===== config.mk =====
export PLATFORM = sky130hd
export DESIGN_NAME = iddr
export DESIGN_NICKNAME = d
export VERILOG_FILES = /design/src/rtl/iddr_pkg.sv /design/src/rtl/iddr_capture.sv /design/src/rtl/iddr.sv
export SDC_FILE = /design/constraint.sdc
export NUM_CORES = 1
export LEC_CHECK = 0
export ABC_AREA = 1
export CAP_MARGIN = 20
export CORE_ASPECT_RATIO = 0.7
export CORE_UTILIZATION = 55
export DETAILED_ROUTE_END_ITERATION = 10
export PLACE_DENSITY_LB_ADDON = 0.1
export SYNTH_ARGS = -nofsm -noshare
export SYNTH_HDL_FRONTEND = slang
export SYNTH_HIERARCHICAL = 1
export SYNTH_SLANG_ARGS = --single-unit

===== constraint.sdc =====
create_clock -name clk_i -period 2.3 [get_ports clk_i]
set_input_delay 0.23 -clock clk_i [delete_from_list [all_inputs] [get_ports clk_i]]
set_output_delay 0.23 -clock clk_i [all_outputs]
set_load 0.02 [all_outputs]

===== src/rtl/iddr_pkg.sv =====
// -----------------------------------------------------------------------------
// iddr_pkg -- shared types and constants for the IDDR deserializer.
//
// Contents:
//   state_e     : sequencer states (IDLE, WAIT, RUN)
//   WORD_W      : width of the deserialized word (4 bits)
//   CNT_W       : width of the start-up delay counter (8 bits, READY_DELAY <= 255)
//   word_out()  : output polarity applied to the assembled window
//
// Build option:
//   IDDR_DATA_INVERT_EN defined   -> q_o carries the bitwise inverse of the window
//   IDDR_DATA_INVERT_EN undefined -> q_o carries the window unchanged
//   Only the data polarity changes; timing is identical in both builds.
// -----------------------------------------------------------------------------
package iddr_pkg;

  localparam int WORD_W = 4;
  localparam int CNT_W  = 8;

  typedef enum logic [1:0] {
    IDLE = 2'd0,
    WAIT = 2'd1,
    RUN  = 2'd2
  } state_e;

  // Polarity applied to the window before it lands in q_o.
  function automatic logic [WORD_W-1:0] word_out(input logic [WORD_W-1:0] window);
`ifdef IDDR_DATA_INVERT_EN
    return ~window;
`else
    return window;
`endif
  endfunction

endpackage


===== src/rtl/iddr_capture.sv =====
// -----------------------------------------------------------------------------
// iddr_capture -- dual-edge sampler and 4-bit shift window.
//
// datain_i is sampled on every clk_i edge:
//   r_q : R(n), the bit present at rising edge n
//   f_q : F(n), the bit present at the falling edge after rising edge n
// At rising edge n+1 the pair {F(n), R(n)} is shifted into the top of the
// window and the previous pair moves to the bottom, so between rising edges
// n+1 and n+2 the window holds {F(n), R(n), F(n-1), R(n-1)} as bits [3:0].
// This block runs continuously; its consumer decides when to load the window.
//
// Ports:
//   clk_i     in  1       clock; datain_i sampled on both edges
//   rst_i     in  1       asynchronous active-high reset
//   datain_i  in  1       serial DDR data
//   window_o  out WORD_W  current window, bit 0 oldest, bit 3 newest
// -----------------------------------------------------------------------------
module iddr_capture
  import iddr_pkg::*;
(
  input  logic              clk_i,
  input  logic              rst_i,
  input  logic              datain_i,
  output logic [WORD_W-1:0] window_o
);

  logic              r_d, r_q;
  logic              f_d, f_q;
  logic [WORD_W-1:0] win_d, win_q;

  // NOTE: every signal assigned in always_comb gets a value on every path
  // (here trivially), so no latch is inferred.
  always_comb begin
    r_d   = datain_i;
    f_d   = datain_i;
    // Newest pair enters at the top; F sits above R because it was sampled later.
    win_d = {f_q, r_q, win_q[WORD_W-1:2]};
  end

  // NOTE: clocked state uses non-blocking assignments only, so every flop
  // sees the pre-edge value of its neighbours regardless of statement order.
  always_ff @(posedge clk_i or posedge rst_i) begin
    if (rst_i) begin
      r_q   <= 1'b0;
      win_q <= '0;
    end else begin
      r_q   <= r_d;
      win_q <= win_d;
    end
  end

  // Falling-edge half of the DDR capture; re-timed into the rising-edge
  // domain by the window register above.
  always_ff @(negedge clk_i or posedge rst_i) begin
    if (rst_i) begin
      f_q <= 1'b0;
    end else begin
      f_q <= f_d;
    end
  end

  assign window_o = win_q;

endmodule


===== src/rtl/iddr.sv =====
// -----------------------------------------------------------------------------
// iddr -- 1:4 DDR deserializer with start-up sequencer and word-alignment slip.
//
// After start_i is sampled high the block waits READY_DELAY+1 rising edges
// (IDLE -> WAIT, counting, WAIT -> RUN), then raises ready_o. In RUN a 1-bit
// phase toggles each cycle; on every rising edge where phase is 1 the capture
// window is loaded into q_o and sclk_en_o pulses for one cycle, giving one
// word every two cycles. A rising edge on alignwd_i in RUN freezes the phase
// for one cycle, delaying the word boundary by two bits (one strobe gap of 3).
// Dropping start_i returns to IDLE from any state, discarding a pending slip.
//
// Parameters:
//   READY_DELAY  start-up delay count, legal range 1..255 (default 16)
//
// Ports:
//   clk_i      in  1       clock (datain_i on both edges, rest rising-edge)
//   rst_i      in  1       asynchronous active-high reset
//   datain_i   in  1       serial DDR data
//   start_i    in  1       level enable for start-up / run
//   alignwd_i  in  1       word-alignment slip request (rising-edge sensitive)
//   q_o        out WORD_W  deserialized word, q_o[0] oldest, q_o[3] newest
//   sclk_en_o  out 1       one-cycle strobe on each q_o update
//   ready_o    out 1       high while in RUN
//
// Build option: IDDR_DATA_INVERT_EN inverts q_o (see iddr_pkg::word_out).
// -----------------------------------------------------------------------------
module iddr
  import iddr_pkg::*;
#(
  parameter int unsigned READY_DELAY = 16
) (
  input  logic              clk_i,
  input  logic              rst_i,
  input  logic              datain_i,
  input  logic              start_i,
  input  logic              alignwd_i,
  output logic [WORD_W-1:0] q_o,
  output logic              sclk_en_o,
  output logic              ready_o
);

  localparam logic [CNT_W-1:0] DELAY_CNT = CNT_W'(READY_DELAY);

  logic [WORD_W-1:0] window;

  state_e            state_d, state_q;
  logic [CNT_W-1:0]  cnt_d, cnt_q;
  logic              phase_d, phase_q;
  logic              slip_d, slip_q;
  logic              align_d, align_q;
  logic [WORD_W-1:0] q_d, q_q;
  logic              sclk_en_d, sclk_en_q;
  logic              ready_d, ready_q;
  logic              align_rise;

  iddr_capture u_capture (
    .clk_i    (clk_i),
    .rst_i    (rst_i),
    .datain_i (datain_i),
    .window_o (window)
  );

  // alignwd_i is registered once; a rise is "high now, low last cycle".
  assign align_rise = alignwd_i & ~align_q;

  always_comb begin
    state_d   = state_q;
    cnt_d     = cnt_q;
    phase_d   = phase_q;
    slip_d    = slip_q;
    align_d   = alignwd_i;
    q_d       = q_q;
    sclk_en_d = 1'b0;
    ready_d   = 1'b0;

    if (!start_i) begin
      // Dropping start wins over everything, including a slip arriving now.
      state_d = IDLE;
      cnt_d   = '0;
      phase_d = 1'b0;
      slip_d  = 1'b0;
    end else begin
      unique case (state_q)
        IDLE: begin
          state_d = WAIT;
          cnt_d   = '0;
          phase_d = 1'b0;
        end

        WAIT: begin
          phase_d = 1'b0;
          if (cnt_q == DELAY_CNT) begin
            state_d = RUN;
            ready_d = 1'b1;
          end else begin
            cnt_d = cnt_q + 1'b1;
          end
        end

        RUN: begin
          ready_d = 1'b1;
          if (slip_q) begin
            // Freeze cycle: phase holds and no word is produced, which
            // stretches this strobe interval from 2 to 3 cycles.
            slip_d = 1'b0;
          end else begin
            phase_d = ~phase_q;
            if (phase_q) begin
              q_d       = word_out(window);
              sclk_en_d = 1'b1;
            end
            // Edges arriving during the freeze cycle fall into the branch
            // above and are ignored.
            if (align_rise) begin
              slip_d = 1'b1;
            end
          end
        end

        default: begin
          state_d = IDLE;
          cnt_d   = '0;
          phase_d = 1'b0;
          slip_d  = 1'b0;
        end
      endcase
    end
  end

  always_ff @(posedge clk_i or posedge rst_i) begin
    if (rst_i) begin
      state_q   <= IDLE;
      cnt_q     <= '0;
      phase_q   <= 1'b0;
      slip_q    <= 1'b0;
      align_q   <= 1'b0;
      q_q       <= '0;
      sclk_en_q <= 1'b0;
      ready_q   <= 1'b0;
    end else begin
      state_q   <= state_d;
      cnt_q     <= cnt_d;
      phase_q   <= phase_d;
      slip_q    <= slip_d;
      align_q   <= align_d;
      q_q       <= q_d;
      sclk_en_q <= sclk_en_d;
      ready_q   <= ready_d;
    end
  end

  assign q_o       = q_q;
  assign sclk_en_o = sclk_en_q;
  assign ready_o   = ready_q;

endmodule


==> reports/qor.yml, run 1 <==
initial_core_util_pct: 61.5
drc: 1
dr.pass1.iters: 7
vias: 818
numCtsBuffers: 3
swShare_pct: 34.2
max-cap-violations: 0
async_flop_share_pct: 100
clk_pin_slew_worst_paths_ps: 130
path_cells: "clkdlybuf4s50_1"
rows: 13
finClkSkew_ps: 8.05
yosysUniqueCellTypes: 22
die_x_um: 57.8
clockPowerShare_pct: 18.8
drt_iter0_drc: 34
cts_sinks: 25
cp-start-kind: "primary input"
grt_max_degree: 20
synth_top_area_share_pct: 50.1
htree_levels: 1
yosys-top-cells-count: "nand2_1 (36), dfrtp_1 (24), inv_1 (17), nand2_2 (7), ha_1 (6)"
root_buffer: "clkbuf_4"
yosysWarnings: 6
crit_family: "buffers and inverters"
cts_buffer_depth: 2
ioPinCount: 11
power.total_mw: 1.02
stdcell_count: 166
worstMarginPinSlew_ps: 687
synthFlopType: "dfrtp_1"
yosysTopAreaCell: "dfrtp_1"
p_seq_share_pct: 51.2
cts_tree: "built"
area_growth_pct: 12.9
io_buffers: 10
crit_path_max_incr_delay_ps: 430
crit_type: "primary input to register"
dp_hpwl_um: 1540
layout.nets: 156
crit_path_end_kind: "register"
worst-path-buf-inv: 1
placed_cells: 162
core_area_sq_um: 1950
pwr_density_cell_nw_per_um2: 755
crit_required_ps: 1300
wire_per_inst_um: 12.0
crit_arrival_ps: 660
syn_nets: 141
drt-total-wl_um: 1990
status: "complete, but fails checks"
power_frac_comb_pct: 29.9
slew_headroom_pct: 54.1
antenna_found_initial: 0
clk_latency_ps: 320
grt_use_total_pct: 20.1
ys_ff_latch: 25
synthCells: 130
cts_resized: 0
ir_drop_mv: 0.423
overflow: 0
violations: "DRC"
ys_seq_area_share_pct: 52.1
gp_congestion: 0.730
ctsHoldBuffers: 0
maxSlewViolCount: 0
first_global_vias: 744
diodes: 0
die_y_um: 41.1
p_switching_uw: 349
setup_viol: 0
crit_slowest_cell: "clkdlybuf4s50_1"
yosysMostFrequentCell: "nand2_1"
timing.setup.tns_ps: 0
grt_first_pass_wirelength_um: 3300
synth_edf_count: 0
grt_setup_unrepaired: "no"
intPower_uw: 673
syn_area_sq_um: 1200
power.leakage_nw: 0.680
hp-class: "primary input to async pin"
avgSynthCellArea_sq_um: 9.23
synthTopCellsByArea: "dfrtp_1 (50%), nand2_1 (11%), ha_1 (6.3%)"
vias_per_cell: 4.93
antenna_left: 0
drive_gt1_share_pct: 18.1
hold_viol_final: 0
path_max_fanout: 2
dieArea_sq_um: 2380
post-cts-setup-buffers: 0
==> final cells by class <==
cell class	count	area, sq um
tap	22	27.5
multi-input combinational	83	489
inverter	22	85.1
sequential	25	626
fill	173	597
clock inverter	1	5.00
timing repair buffer	10	100
clock buffer	3	22.5
==> metrics by stage <==
step	instance area (sq um)	util, %	setup WS (ps)	hold slack (ps)
floorplan	1200	-	728	20.9
global placement	1330	68.0	342	338
detailed placement	1330	68.0	295	350
CTS	1360	69.4	642	126
global route	1360	69.4	637	156
finish	1360	69.4	642	138
==> flip-flops by register name (all words and copies together) (netlist names) <==
register,flops
phase_q,1
sclk_en_o,1
state_q,2
slip_q,1
ready_o,1
q_o,4
u_capture/r_q,1
cnt_q,8
align_q,1
u_capture/window_o,4
u_capture/f_q,1
==> cells in the final DEF, fill, tap and decap left out <==
master and count:
a21oi_1 1, inv_2 4, nor2_1 4, nand3_1 5, clkbuf_4 3, dfrtn_1 1
nand2_4 1, o21ai_1 4, clkinv_2 1, nor2_4 4, inv_4 1, o21ai_2 4
o21ai_0 3, nand2_2 7, clkdlybuf4s50_1 10, o211ai_1 1, nand2_1 36, o22ai_1 1
nand4_1 3, inv_1 17, xor2_1 1, ha_1 6, nor3_1 1, nand3_4 1
dfrtp_1 24
==> power groups by stage <==
stage / clock network, mW / logic [mW] / registers [mW]
final: 0.193 / 0.306 / 0.524
after global routing: 0.217 / 0.343 / 0.530
after floorplan: 0 / 0.190 / 0.551
after global placement: 0 / 0.296 / 0.528
after CTS: 0.201 / 0.309 / 0.524
after detailed placement: 0 / 0.307 / 0.533
==> final timing paths <==
check	from	end	slack [ps]	cells past startpoint
max	datain_i	u_capture/f_q	640	1
max in group asynchronous	rst_i	u_capture/f_q	890	2
min reg2reg	u_capture/r_q	u_capture/window_o[2]	370	0
min in group clk_i	u_capture/r_q	u_capture/window_o[2]	370	0
max reg2reg	u_capture/f_q	u_capture/window_o[3]	710	0
min	rst_i	u_capture/window_o[0]	140	2
==> metal layers <==
layer / vias up / part of all wire [%] / track usage (%)
met2: 12 / 42 / 31.0
met5: - / 0 / 0
met1: 362 / 53 / 26.7
met3: 4 / 3.8 / 5.68
li1: 440 / - / -
met4: 0 / 1.3 / 8.93
==> logic make-up after synthesis <==
group                    Yosys count  share of synthesized area [%]
AO/OA/AOI/OAI                     14                           7.40
XOR/XNOR                           1                          0.730
buffers and inverters             22                           7.09
AND/OR/NAND/NOR                   62                           26.4
flip-flops                        25                           52.1
adder cells (fa/ha/maj)            6                           6.26
(Power assumes the default switching activity.)
==> run 2, diff against run 1 <==
Clock period 2.3 ns to 1.6 ns, I/O delays scaled along.
==> run 2 against run 1 <==
The run still ends with DRC left. Global-route usage decreased by 0.17 points. Register-to-register slack worse by 520 ps. Highest routed layer unchanged. Power rose by 44%. Wire length down 4.1%.
==> reports/qor.yml, run 2 (synthesis results as in run 1) <==
status: "complete, but fails checks"  # unchanged
violations: "DRC"  # unchanged
crit_family: "buffers and inverters"  # unchanged
initial_core_util_pct: 61.5  # unchanged
ioPinCount: 11  # unchanged
wire_per_inst_um: 11.4  # was 12.0 um
cts_buffer_depth: 2  # unchanged
top_register: "cnt_q"  # unchanged
p_seq_share_pct: 51.0  # was 51.2%
dieArea_sq_um: 2380  # unchanged
path_cells: "clkdlybuf4s50_1"  # unchanged
numCtsBuffers: 3  # unchanged
fin_crit_ps: 1460
power.leakage_nw: 0.686  # was 0.680 nW
largest_reg_flops: 8  # unchanged
finClkSkew_ps: 6.23  # was 8.05 ps
clk_pin_slew_worst_paths_ps: 130  # about the same
clockPowerShare_pct: 18.8  # about the same
max-cap-violations: 0  # unchanged
power.total_mw: 1.47  # was 1.02 mW
dr.pass1.iters: 7  # unchanged
dp_hpwl_um: 1530  # was 1540 um
drt_iter0_drc: 33  # was 34
setup_viol: 0  # unchanged
core_area_sq_um: 1950  # unchanged
post-place-ws_ps: 53.4  # was 295 ps
timing.final.crit_share_pct: 91.3
die_x_um: 57.8  # unchanged
slew_headroom_pct: 83.8  # was 54.1%
ir_drop_mv: 0.956  # was 0.423 mV
hp-class: "primary input to async pin"  # unchanged
die_y_um: 41.1  # unchanged
crit_slowest_cell: "clkdlybuf4s50_1"  # unchanged
post-cts-setup-buffers: 0  # unchanged
crit_arrival_ps: 1300  # was 660 ps
drt-total-wl_um: 1910  # was 1990 um
worst-path-buf-inv: 1  # unchanged
final_cell_mix: "nand2_1 (36), dfrtp_1 (24), inv_1 (17), clkdlybuf4s50_1 (10), nand2_2 (7)"  # unchanged
fin_ws_ps: 139  # was 642 ps
swShare_pct: 33.8  # was 34.2%
highest_layer: "met4"  # unchanged
hold_viol_final: 0  # unchanged
cts_sinks: 25  # unchanged
met2_length_um: 811  # was 836 um
grt_max_degree: 20  # unchanged
layout.nets: 158  # was 156
final_common_cell: "nand2_1"  # unchanged
gp_congestion: 0.779  # was 0.730
drc: 1  # unchanged
rows: 13  # unchanged
cts_resized: 0  # unchanged
grt_setup_unrepaired: "no"  # unchanged
crit_path_max_incr_delay_ps: 610  # was 430 ps
diodes: 0  # unchanged
first_global_vias: 726  # was 744
antenna_found_initial: 0  # unchanged
crit_required_ps: 1440  # was 1300 ps
vias_per_cell: 4.89  # was 4.93
cp-startpoint: "q_o[2]"  # was datain_i
overflow: 0  # unchanged
worstMarginPinSlew_ps: 243  # was 687 ps
cts_tree: "built"  # unchanged
crit_type: "register to output port"  # was primary input to register
drive_gt1_share_pct: 19.2  # was 18.1%
crit_path_end_kind: "output port"  # was register
htree_levels: 1  # unchanged
clk_latency_ps: 310  # was 320 ps
grt_first_pass_wirelength_um: 3330  # was 3300 um
intPower_uw: 972  # was 673 uW
area_growth_pct: 14.4  # was 12.9%
worstReg2RegStart: "cnt_q[0]"  # was u_capture/f_q
io_buffers: 10  # unchanged
wl_met3_um: 72  # was 75 um
pwr_density_cell_nw_per_um2: 1070  # was 755 nW/um^2
root_buffer: "clkbuf_4"  # unchanged
path_max_fanout: 2  # unchanged
vias: 821  # was 818
ctsHoldBuffers: 0  # unchanged
whs_ps: 128  # was 138 ps
antenna_left: 0  # unchanged
timing.setup.tns_ps: 0  # unchanged
cp-start-kind: "register"  # was primary input
grt_use_total_pct: 19.9  # was 20.1%
met1Wirelength_um: 1020  # was 1060 um
maxSlewViolCount: 0  # unchanged
clock.fmax_ghz: 0.685
power_frac_comb_pct: 30.2  # was 29.9%
p_switching_uw: 496  # was 349 uW
-- run 2: cell types whose count changed in the layout (fill, tap and decap cells not counted) --
| cell | before | now |
|---|---|---|
| clkinvlp_4 | 0 | 1 |
| clkinv_2 | 1 | 0 |
| buf_4 | 0 | 2 |
-- run 2: routing by layer --
layer,vias to the layer above,track usage [%]
met2,13,30.5
met4,0,3.57
met3,2,5.68
met5,-,0
met1,369,28.5
li1,437,-
-- run 2: power by group through the flow --
stage	sequential, mW	combinational [mW]	clock (mW)
after global placement	0.758	0.428	0
after global routing	0.760	0.504	0.300
after detailed placement	0.763	0.447	0
after floorplan	0.793	0.273	0
after CTS	0.750	0.449	0.290
final	0.749	0.443	0.276
-- run 2: worst paths after layout --
path	slack, ps	cells past startpoint	end
hold / removal	130	3	u_capture/r_q
setup / recovery	140	1	q_o[2]
hold reg to reg	380	0	u_capture/window_o[2]
min in group clk_i	290	1	u_capture/r_q
max in group asynchronous	780	2	u_capture/f_q
setup reg to reg	190	9	state_q[1]
-- run 2: cell type report --
| cell class | count | area, sq um |
|---|---|---|
| clock buffer | 3 | 22.5 |
| clock inverter | 1 | 7.51 |
| fill | 166 | 579 |
| inverter | 22 | 85.1 |
| multi-input combinational | 83 | 489 |
| sequential | 25 | 626 |
| tap | 22 | 27.5 |
| timing repair buffer | 12 | 115 |
-- run 2: metrics by stage --
| stage | std cells | instance area [sq um] | util [%] |
|---|---|---|---|
| floorplan | 130 | 1200 | - |
| global placement | 164 | 1340 | 68.8 |
| finish | 168 | 1370 | 70.3 |
| detailed placement | 164 | 1340 | 68.8 |
| CTS | 168 | 1370 | 70.3 |
| global route | 168 | 1370 | 70.3 |
==> run 3, diff against run 2 <==
--- a/constraint.sdc
+++ b/constraint.sdc
@@ -3,2 +3,2 @@
 set_output_delay 0.16 -clock clk_i [all_outputs]
-set_load 0.02 [all_outputs]
+set_load 0.005 [all_outputs]
==> results of run 3 <==
The final DEF is identical to that of run 2. Status: complete, but fails checks: DRC.
Main changes from that run: setup slack after layout 139 ps -> 192 ps; start point of the critical path q_o[2] -> cnt_q[0]; end point of the critical path q_o[2] -> state_q[1]; total power 1.47 mW -> 1.43 mW; worst IR drop on VDD 0.956 mV -> 0.912 mV
